`src/rtl/if_btb_stage_pkg.sv`:
```
`default_nettype none
//==============================================================================
// Module : if_btb_stage_pkg
// Desc   : shared BTB counter encodings, reset PC and counter update helper
// Rev    : 1.0
//==============================================================================
package if_btb_stage_pkg;

  typedef enum logic [1:0] {
    CTR_SNT = 2'b00,
    CTR_WNT = 2'b01,
    CTR_WT  = 2'b10,
    CTR_ST  = 2'b11
  } ctr_t;

  localparam ctr_t        C_CTR_ALLOC = CTR_WT;
  localparam logic [31:0] C_RESET_PC  = 32'h0000_0000;

  function automatic ctr_t ctr_update(input ctr_t i_ctr, input logic i_taken);
    ctr_t w_ctr;
    w_ctr = i_ctr;
    if (i_taken) begin
      if (i_ctr != CTR_ST) w_ctr = ctr_t'(i_ctr + 2'd1);
    end else begin
      if (i_ctr != CTR_SNT) w_ctr = ctr_t'(i_ctr - 2'd1);
    end
    return w_ctr;
  endfunction

endpackage
`default_nettype wire

```
`src/rtl/if_btb_stage_if.sv`:
```
`default_nettype none
//==============================================================================
// Module : if_btb_stage_if
// Desc   : fetch-stage control, BTB training and fetch-address bundle
// Rev    : 1.0
//==============================================================================
interface if_btb_stage_if;

  logic        stall;
  logic        redirect;
  logic [31:0] redirect_pc;
  logic        upd_valid;
  logic [31:0] upd_pc;
  logic [31:0] upd_target;
  logic        upd_taken;
  logic [31:0] pc;
  logic [31:0] next_pc;
  logic [31:0] pred_pc;
  logic        hit;

  modport master (
    output stall, redirect, redirect_pc,
    output upd_valid, upd_pc, upd_target, upd_taken,
    input  pc, next_pc, pred_pc, hit
  );

  modport slave (
    input  stall, redirect, redirect_pc,
    input  upd_valid, upd_pc, upd_target, upd_taken,
    output pc, next_pc, pred_pc, hit
  );

endinterface
`default_nettype wire

```
`src/rtl/if_btb_stage_btb_array.sv`:
```
`default_nettype none
//==============================================================================
// Module : if_btb_stage_btb_array
// Desc   : direct-mapped BTB storage, combinational lookup and posedge training
// Rev    : 1.0
//==============================================================================
module if_btb_stage_btb_array
  import if_btb_stage_pkg::*;
#(
  parameter int BTB_ENTRIES = 16
) (
  input  wire logic        clk,
  input  wire logic        rst_n,
  input  wire logic [31:0] i_lk_pc,
  output logic             o_lk_hit,
  output logic [31:0]      o_lk_target,
  input  wire logic        i_upd_valid,
  input  wire logic [31:0] i_upd_pc,
  input  wire logic [31:0] i_upd_target,
  input  wire logic        i_upd_taken
);

  localparam int IW = $clog2(BTB_ENTRIES);
  localparam int TW = 30 - IW;

  logic [BTB_ENTRIES-1:0] r_valid;
  logic [TW-1:0]          r_tag    [BTB_ENTRIES];
  logic [31:0]            r_target [BTB_ENTRIES];
  ctr_t                   r_ctr    [BTB_ENTRIES];

  logic [IW-1:0] w_lidx;
  logic [TW-1:0] w_ltag;
  logic [IW-1:0] w_uidx;
  logic [TW-1:0] w_utag;
  logic          w_umatch;
  logic          w_alloc;
  logic          w_train;
  logic          w_unused;

  assign w_lidx   = i_lk_pc[IW+1:2];
  assign w_ltag   = i_lk_pc[31:IW+2];
  assign w_uidx   = i_upd_pc[IW+1:2];
  assign w_utag   = i_upd_pc[31:IW+2];
  assign w_unused = ^{i_lk_pc[1:0], i_upd_pc[1:0]};

  // Lookup reads pre-update state; writes become visible next cycle.
  assign o_lk_hit    = r_valid[w_lidx] && (r_tag[w_lidx] == w_ltag) && r_ctr[w_lidx][1];
  assign o_lk_target = r_target[w_lidx];

  assign w_umatch = r_valid[w_uidx] && (r_tag[w_uidx] == w_utag);
  assign w_alloc  = i_upd_valid && !w_umatch && i_upd_taken;
  assign w_train  = i_upd_valid && w_umatch;

  always_ff @(posedge clk or negedge rst_n) begin
    if (!rst_n) begin
      r_valid <= '0;
    end else if (w_alloc) begin
      r_valid[w_uidx] <= 1'b1;
    end
  end

  // Payload is unreset: it is only observed through a set valid bit, and
  // allocation rewrites every field.
  always_ff @(posedge clk) begin
    if (w_alloc) begin
      r_tag[w_uidx]    <= w_utag;
      r_target[w_uidx] <= i_upd_target;
      r_ctr[w_uidx]    <= C_CTR_ALLOC;
    end else if (w_train) begin
      r_ctr[w_uidx] <= ctr_update(r_ctr[w_uidx], i_upd_taken);
      if (i_upd_taken) r_target[w_uidx] <= i_upd_target;
    end
  end

endmodule
`default_nettype wire

```
`src/rtl/if_btb_stage.sv`:
```
`default_nettype none
//==============================================================================
// Module : if_btb_stage
// Desc   : fetch PC register with redirect/stall/BTB-predicted next-PC select
// Rev    : 1.0
//==============================================================================
module if_btb_stage
  import if_btb_stage_pkg::*;
#(
  parameter int          BTB_ENTRIES = 16,
  parameter logic [31:0] RESET_PC    = C_RESET_PC
) (
  input  wire logic     clk,
  input  wire logic     rst_n,
  if_btb_stage_if.slave io_fetch
);

  logic [31:0] r_pc;
  logic [31:0] w_next_pc;
  logic [31:0] w_pred_pc;
  logic [31:0] w_pc_d;
  logic [31:0] w_btb_target;
  logic        w_btb_hit;
  logic        w_unused;

  if_btb_stage_btb_array #(
    .BTB_ENTRIES (BTB_ENTRIES)
  ) u_btb_array (
    .clk          (clk),
    .rst_n        (rst_n),
    .i_lk_pc      (r_pc),
    .o_lk_hit     (w_btb_hit),
    .o_lk_target  (w_btb_target),
    .i_upd_valid  (io_fetch.upd_valid),
    .i_upd_pc     (io_fetch.upd_pc),
    .i_upd_target (io_fetch.upd_target),
    .i_upd_taken  (io_fetch.upd_taken)
  );

  assign w_next_pc = r_pc + 32'd4;
  assign w_pred_pc = w_btb_hit ? w_btb_target : w_next_pc;
  assign w_unused  = ^io_fetch.redirect_pc[1:0];

  always_comb begin
    w_pc_d = {w_pred_pc[31:2], 2'b00};
    if (io_fetch.redirect) begin
      w_pc_d = {io_fetch.redirect_pc[31:2], 2'b00};
    end else if (io_fetch.stall) begin
      w_pc_d = r_pc;
    end
  end

  always_ff @(posedge clk or negedge rst_n) begin
    if (!rst_n) begin
      r_pc <= RESET_PC;
    end else begin
      r_pc <= w_pc_d;
    end
  end

  assign io_fetch.pc      = r_pc;
  assign io_fetch.next_pc = w_next_pc;
  assign io_fetch.pred_pc = w_pred_pc;
  assign io_fetch.hit     = w_btb_hit;

endmodule
`default_nettype wire

```
`src/flat_wrapper.sv`:
```
// flat-port wrapper written by rule: the top's interface ports become plain ports
module if_btb_stage_flat import if_btb_stage_pkg::*;
#(
  parameter int          BTB_ENTRIES = 16,
  parameter logic [31:0] RESET_PC    = C_RESET_PC
)
  (clk, rst_n, io_fetch_stall, io_fetch_redirect, io_fetch_redirect_pc, io_fetch_upd_valid, io_fetch_upd_pc, io_fetch_upd_target, io_fetch_upd_taken, io_fetch_pc, io_fetch_next_pc, io_fetch_pred_pc, io_fetch_hit);
  if_btb_stage_if io_fetch_i ();
  input  wire logic clk;
  input  wire logic rst_n;
  input wire logic [$bits(io_fetch_i.stall)-1:0] io_fetch_stall;
  input wire logic [$bits(io_fetch_i.redirect)-1:0] io_fetch_redirect;
  input wire logic [$bits(io_fetch_i.redirect_pc)-1:0] io_fetch_redirect_pc;
  input wire logic [$bits(io_fetch_i.upd_valid)-1:0] io_fetch_upd_valid;
  input wire logic [$bits(io_fetch_i.upd_pc)-1:0] io_fetch_upd_pc;
  input wire logic [$bits(io_fetch_i.upd_target)-1:0] io_fetch_upd_target;
  input wire logic [$bits(io_fetch_i.upd_taken)-1:0] io_fetch_upd_taken;
  output wire logic [$bits(io_fetch_i.pc)-1:0] io_fetch_pc;
  output wire logic [$bits(io_fetch_i.next_pc)-1:0] io_fetch_next_pc;
  output wire logic [$bits(io_fetch_i.pred_pc)-1:0] io_fetch_pred_pc;
  output wire logic [$bits(io_fetch_i.hit)-1:0] io_fetch_hit;
  assign io_fetch_i.stall = io_fetch_stall;
  assign io_fetch_i.redirect = io_fetch_redirect;
  assign io_fetch_i.redirect_pc = io_fetch_redirect_pc;
  assign io_fetch_i.upd_valid = io_fetch_upd_valid;
  assign io_fetch_i.upd_pc = io_fetch_upd_pc;
  assign io_fetch_i.upd_target = io_fetch_upd_target;
  assign io_fetch_i.upd_taken = io_fetch_upd_taken;
  assign io_fetch_pc = io_fetch_i.pc;
  assign io_fetch_next_pc = io_fetch_i.next_pc;
  assign io_fetch_pred_pc = io_fetch_i.pred_pc;
  assign io_fetch_hit = io_fetch_i.hit;
  if_btb_stage #(.BTB_ENTRIES(BTB_ENTRIES), .RESET_PC(RESET_PC)) u_core (.clk(clk), .rst_n(rst_n), .io_fetch(io_fetch_i));
endmodule
```
`config.mk`:
```
export PLATFORM = sky130hd
export DESIGN_NAME = if_btb_stage_flat
export DESIGN_NICKNAME = d
export VERILOG_FILES = /design/src/rtl/if_btb_stage_pkg.sv /design/src/rtl/if_btb_stage_if.sv /design/src/rtl/if_btb_stage_btb_array.sv /design/src/rtl/if_btb_stage.sv /design/src/flat_wrapper.sv
export SDC_FILE = /design/constraint.sdc
export NUM_CORES = 1
export LEC_CHECK = 0
export ABC_CLOCK_PERIOD_IN_PS = 5000
export CORE_MARGIN = 8
export CORE_UTILIZATION = 30
export CTS_CLUSTER_SIZE = 14
export DETAILED_ROUTE_END_ITERATION = 6
export HOLD_SLACK_MARGIN = 0.12
export PLACE_DENSITY = 0.48
export SLEW_MARGIN = 0
export SYNTH_ARGS = -nofsm -noshare
export SYNTH_HDL_FRONTEND = slang
export SYNTH_SLANG_ARGS = --single-unit
export TNS_END_PERCENT = 20
```
`constraint.sdc`:
```
create_clock -name clk -period 5 [get_ports clk]
set_clock_uncertainty 0.05 [all_clocks]
set_input_delay 1 -clock clk [delete_from_list [all_inputs] [get_ports clk]]
set_output_delay 1 -clock clk [all_outputs]
set_load 0.02 [all_outputs]
```
Word level (Yosys, flattened, before mapping):

Memory sizes are Yosys's and may differ from the RTL's.
Cells that the tools add are included.

* reductions and logical operators: 9
* eq/ne operators: 4
* bitwise logic cells: 3
* add/subtract/negate cells: 3
* magnitude comparators: 3
* mux-type cells: 25

Operator list (count)
* 2-to-1 mux 32 bit: 4
* equality test 26 bit: 2
* adder 32 x 3 -> 32 bit, second input constant: 1
* bitwise OR 16 bit: 1
* 2-to-1 mux 1 bit: 12
* 2-to-1 mux 2 bit: 6
* < comparator 4 x 5 -> 1 bit, second input constant: 2
* binary-select mux 1 bit (select 4 bit): 2
* logical AND 1 bit: 7
* demux 1 bit (select 4 bit): 1
* greater-or-equal comparator 4 x 1 -> 1 bit, second input constant: 1
* adder 2 x 1 -> 2 bit, second input constant: 1
* inequality test 2 x 1 -> 1 bit, second input constant: 1
* inequality test 2 bit, second input constant: 1
* bitwise OR 1 bit: 2
* nonzero test 2 bit: 1
* subtractor 2 x 1 -> 2 bit, second input constant: 1
* logical NOT 1 bit: 1

* output and inout port bits: 97
* bits in registers: 48
* logic and storage cells: 52
* input port bits: 102
* memories: 3
* RAM bits: 960

Memories
* u_core.u_btb_array.r_target: depth 16, bits a word 32, rd ports 1, clocked after memory_dff 0, wr ports 1, RTL line if_btb_stage_btb_array.sv:28 `logic [31:0] r_target [BTB_ENTRIES];`
* u_core.u_btb_array.r_tag: depth 16, bits a word 26, rd ports 2, clocked after memory_dff 0, wr ports 1, RTL line if_btb_stage_btb_array.sv:27 `logic [TW-1:0] r_tag [BTB_ENTRIES];`
* u_core.u_btb_array.r_ctr: depth 16, bits a word 2, rd ports 2, clocked after memory_dff 0, wr ports 1, RTL line if_btb_stage_btb_array.sv:29 `ctr_t r_ctr [BTB_ENTRIES];`

Depth between registers and ports, before layout:

* word-level depth: 9
* gate-level depth with buffers: 17
* gate-level depth less buffers: 9

Cells and area by module:

Synthesis repeated with hierarchy kept, for this count alone.

* cells, all modules: 2267
* area total of the unflattened synthesis: 44212.4 µm²

By module, submodules not included
* if_btb_stage_btb_array: seq. area each 29228.0 µm², instances 1, area an instance 41531.1 µm², cells an instance 1926
* if_btb_stage: seq. area each 750.7 µm², instances 1, area an instance 2681.3 µm², cells an instance 341

Least setup slack after synthesis:

OpenSTA, ideal clock, no wires.

* path kind: input to register
* from: input io_fetch_upd_pc[2]
* to: memory u_core.u_btb_array.r_tag[12][0] (netlist name) (enable)
* stages: 10
* data arrival time: 5451 ps
* data required time: 4507 ps
* buffers on the path: 3
* setup slack: -944 ps
* setup time: 443 ps
* cell sequence: clkbuf_1 buf_2 buf_1 mux4_2 mux4_2 xor2_1 nor3_1 nand4_1 nand2b_1 nor3_1

* word-level cells in the longest chain between the ends: 8
* elaborated cells on any way between the ends: 10
* classes of those cells: 1 x eq/ne; 4 x mux; 4 x reduce/logical; 1 x memory

Ends and longest elaborated chain
* start: declaration: RTL line flat_wrapper.sv:15 `input wire logic [$bits(io_fetch_i.upd_pc)-1:0] io_fetch_upd_pc;`
* memory read (16 x 26 bit) or binary-select mux 1 bit (select 4 bit) (tied branches)
* equality test 26 bit or 2-to-1 mux 1 bit (tied branches): RTL line if_btb_stage_btb_array.sv:50 `assign w_umatch = r_valid[w_uidx] && (r_tag[w_uidx] == w_utag);`
* logical AND 1 bit: RTL line if_btb_stage_btb_array.sv:50
* logical NOT 1 bit: RTL line if_btb_stage_btb_array.sv:51 `assign w_alloc = i_upd_valid && !w_umatch && i_upd_taken;`
* logical AND 1 bit (2 in a row): RTL line if_btb_stage_btb_array.sv:51
* 2-to-1 mux 1 bit: RTL line if_btb_stage_btb_array.sv:65 `if (w_alloc) begin`
* 2-to-1 mux 1 bit (implied by the code): RTL line if_btb_stage_btb_array.sv:66 `r_tag[w_uidx] <= w_utag;`
* end: declaration: RTL line if_btb_stage_btb_array.sv:27

Several ways; a longest one is shown, not always the timed one. The select of a mux whose other input is x is not followed.

Worst setup path after layout:

* from: register u_core.r_pc[2], in the netlist u_core.io_fetch.pc[2]
* to: output io_fetch_pred_pc[26]

* word-level cells in the longest chain between the ends: 5
* elaborated cells on any way between the ends: 10
* classes of those cells: 1 x add/sub; 1 x eq/ne; 3 x mux; 2 x reduce/logical; 3 x memory

Ends and longest elaborated chain
* start: declaration: RTL line if_btb_stage.sv:18 `logic [31:0] r_pc;`
* start signal: assignment: RTL line if_btb_stage.sv:57 `r_pc <= w_pc_d;`
* memory read (16 x 26 bit) or binary-select mux 1 bit (select 4 bit) (tied branches)
* equality test 26 bit or 2-to-1 mux 1 bit (tied branches): RTL line if_btb_stage_btb_array.sv:47 `assign o_lk_hit = r_valid[w_lidx] && (r_tag[w_lidx] == w_ltag) && r_ctr[w_lidx][1];`
* logical AND 1 bit (2 in a row): RTL line if_btb_stage_btb_array.sv:47
* 2-to-1 mux 32 bit (*): RTL line if_btb_stage.sv:41 `assign w_pred_pc = w_btb_hit ? w_btb_target : w_next_pc;`
* end: declaration: RTL line flat_wrapper.sv:20 `output wire logic [$bits(io_fetch_i.pred_pc)-1:0] io_fetch_pred_pc;`

Every way passes the cells marked *; elsewhere a longest branch is shown, timed or not. The select of a mux whose other input is x is not followed.

==> impl_metrics.yaml <==
finish:
  final_nets: 2719
  n_fill_cell: 13270
  fin_cells: 4628
  areaGrowthSynthToFinish_pct: 25.29
  most-common-layout-cells: "edfxtp_1 (960), mux4_2 (395), buf_4 (222)"
  drive_above_1_share_pct: 38.65
  final_common_cell: "edfxtp_1"
  final_util_pct: 37.85
clock_network:
  clockBufferDepth: 3
  cts.sinks: 1006
  htree_levels: 3
  cts_tree: "done"
  clock_latency_ps: 730
  root_buffer: "clkbuf_16"
  clkTransAtPathRegs_ps: 60
  numCtsBuffers: 105
floorplan:
  start_util_pct: 30.21
  die_w_um: 399.1
  rows: 140
  die_area_um2: 159300
  fp.dieH_um: 399.1
  core_area_um2: 145700
  io_pins: 199
timing:
  fin_ws_ps: -506.2
  fin_crit_ps: 5506
  rsz0062_at_grt: "yes"
  timing.hold.ws_ps: 449.5
  slew_headroom_pct: 22.45
  tns_ps: -14560
  period_share_pct: 110.1
  slew_viol_final: 0
  tightestPinTransition_ps: 1161
  finalSetupViolCount: 33
  max_freq_ghz: 0.1816
  hold_violations: 0
flow_run:
  maxCapViolCount: 0
drt:
  wl_per_cell_um: 31.26
  via_per_inst: 5.346
  first_pass_iters: 7
  post-route-drc-count: 0
  drtIter0Drc: 2387
  vias: 24740
  final_antenna_net_count: 0
  routed_wl_um: 144700
global_route:
  antenna_found_initial: 15
  globalRouteMet2Util_pct: 28.57
  busiest_layer: "met2"
  gr-usage-met3_pct: 5.091
  grt_pass1_wl_um: 202000
  grt.total_usage_pct: 17.89
  grt_max_degree: 74
  met1_usage_pct: 24.52
  grt_pass1_vias: 25900
  grt-ovfl-total: 0
setup_path:
  crit_path_cell_trace: "buf_12 -> buf_12 -> mux4_2 -> xnor2_1 -> a221o_1 -> or4_4 -> o31ai_4 -> buf_4 -> nor4b_4 -> buf_6 -> nand2_8 -> buf_12 -> mux2_4 -> buf_6"
  worstSetupEndpoint: "io_fetch_pred_pc[26]"
  cp.required_ps: 3950
  arrival_ps: 4460
  r2r-end: "u_core.io_fetch.pc[13]"
  cp_slowest_cell: "mux4_2"
  cp-end-kind: "primary output"
  worst-r2r-cell-count: 15
  cp_slowest_stage_delay_ps: 560
  crit_start: "u_core.io_fetch.pc[2]"
  cp_max_fo: 8
  reg2reg_from: "u_core.io_fetch.pc[2]"
  cpMostUsedCell: "buf_12"
  crit_type: "reg2out"
  r2r_slack_ps: 850
  critPathLaunchType: "flop"
synthesis:
  synth-seq-area-share_pct: 68.09
  synthFlopType: "edfxtp_1"
  postSynthAreaPerCell_um2: 20.44
  async_reset_ff_share_pct: 4.573
  synth-edff-count: 960
  ys_ff_latch: 1006
  synthCells: 2154
  synth.distinct_cells: 71
  netlist_area_um2: 44030
  ys_warn_count: 0
power:
  intPower_mw: 15.55
  swShare_pct: 25.30
  p_total_mw: 20.82
  peakVddDrop_v: 0.0003174
  pwr-share-clk_pct: 38.5
  p_per_area_nw_per_um2: 377.5
  seq_power_share_pct: 45.7
  p_leak_nw: 17.86
  p_comb_share_pct: 15.8
  p_sw_mw: 5.269
placed_design:
  io_buffers: 190
  gp_congestion: 0.8582
  hpwlAfterDp_um: 94410
  dp.cells: 4396
outcome:
  violations: "negative setup slack"
  run_status: "complete, but fails checks"
worst_hold_path:
  hold_path_class: "reg2reg"
logic make-up (layout without fill, tap and decap cells):
group	after synthesis	count (layout)	synth area share [%]
simple gates	267	267	3.257
flops	1006	1006	68.09
mux	493	493	22.79
buf+inv	167	714	1.799
xor+xnor	79	79	1.572
other cells	1	11	0.008517
fa+ha+maj	2	2	0.05115
compound gates	139	139	2.433
area by class of cell:
class	count	area (µm²)	share of cell area (%)
Clock inverter	68	803.3	1.456
Clock buffer	127	2731	4.951
Tap cell	1917	2399	4.348
Multi-Input combinational cell	984	13770	24.96
Sequential cell	1006	29990	54.37
Inverter	18	70.07	0.1270
Antenna cell	7	17.52	0.03175
Timing Repair Buffer	501	5384	9.760
power by group through the flow:
| stage | logic (mW) | registers (mW) | clock network (mW) |
|---|---|---|---|
| after floorplan | 1.65 | 9.65 | 0 |
| after global placement | 3.13 | 9.68 | 0 |
| after detailed placement | 3.15 | 9.69 | 0 |
| after CTS | 3.28 | 9.51 | 8.20 |
| after global routing | 3.46 | 9.52 | 8.48 |
| final | 3.29 | 9.51 | 8.02 |
cells in the mapped netlist, drive strengths merged, types with 4 or more instances:
cell    number  area, µm²
nor4        14      87.58
a221o        5      50.05
xor2        31      271.5
a22o         7      61.31
mux2        33      435.4
mux4       398       8979
xnor2       48      420.4
mux2i       62      620.6
inv         15      56.30
nand2b      11      68.82
or2         18      112.6
dfrtp       46       1151
and2         5      31.28
a22oi       20      150.1
o21ba       16      160.2
nand3b       6      45.04
o221a        7      78.82
nand2       47      183.9
nor2        57      214.0
a31oi        4      25.02
buf         78      457.9
nor2b        8      50.05
nand3       23      115.1
edfxtp     960      28830
a211oi       5      37.54
o21ai       28      140.1
a221oi       4      41.29
a21oi       15      75.07
a41oi        4      35.03
nor3        22      110.1
and3         7      43.79
nand4       18      112.6
clkbuf      71      266.5
or3         19      118.9
worst min-delay path by stage:
stage                                   start                        endpoint  slack, ps  cells past startpoint
2_1_floorplan  u_core.u_btb_array.r_valid[10]  u_core.u_btb_array.r_valid[10]        410                      1
6_report       u_core.u_btb_array.r_valid[13]  u_core.u_btb_array.r_valid[13]        450                      1
3_5_place_dp   u_core.u_btb_array.r_valid[13]  u_core.u_btb_array.r_valid[13]        430                      1
3_3_place_gp   u_core.u_btb_array.r_valid[14]  u_core.u_btb_array.r_valid[14]        430                      1
5_1_grt        u_core.u_btb_array.r_valid[12]  u_core.u_btb_array.r_valid[12]        470                      1
4_1_cts        u_core.u_btb_array.r_valid[13]  u_core.u_btb_array.r_valid[13]        450                      1
registers in the layout, indices dropped and copies added (netlist names):
register,count
u_core.u_btb_array.r_valid,16
u_core.u_btb_array.r_target,512
u_core.u_btb_array.r_ctr,32
u_core.u_btb_array.r_tag,416
u_core.io_fetch.pc,30
metal layers:
metal,share of wire [%],vias to the layer above
li1,-,10060
met1,42,13440
met2,47,1058
met3,9.2,180
met4,2.0,6
met5,0.030,-
critical path, delay by kind of cell, from the launching register on:
| family | cells | cell delay (ps) |
|---|---|---|
| AO/OA/AOI/OAI | 2 | 410 |
| buffers and inverters | 6 | 940 |
| AND/OR/NAND/NOR | 3 | 840 |
| flip-flops | 1 | 440 |
| XOR/XNOR | 1 | 150 |
| multiplexers | 2 | 930 |
stage by stage:
step | cell area (µm²) | worst slack [ps]
global route | 55150 | -565.6
global placement | 50960 | -340.2
floorplan | 44040 | -237.8
CTS | 55010 | -510.6
finish | 55170 | -506.2
detailed placement | 50960 | -352.3
timing repair:
item / in CTS / in global routing
hold buffers: 1 / 0
endpoints found under the setup margin: 46 / 36
resized for setup: 225 / 28
hold endpoints to repair: 5 / 0
pin swaps: 17 / 14
buffers inserted: 19 / 8
cloned: 4 / 0
(Power assumes the default switching activity.)
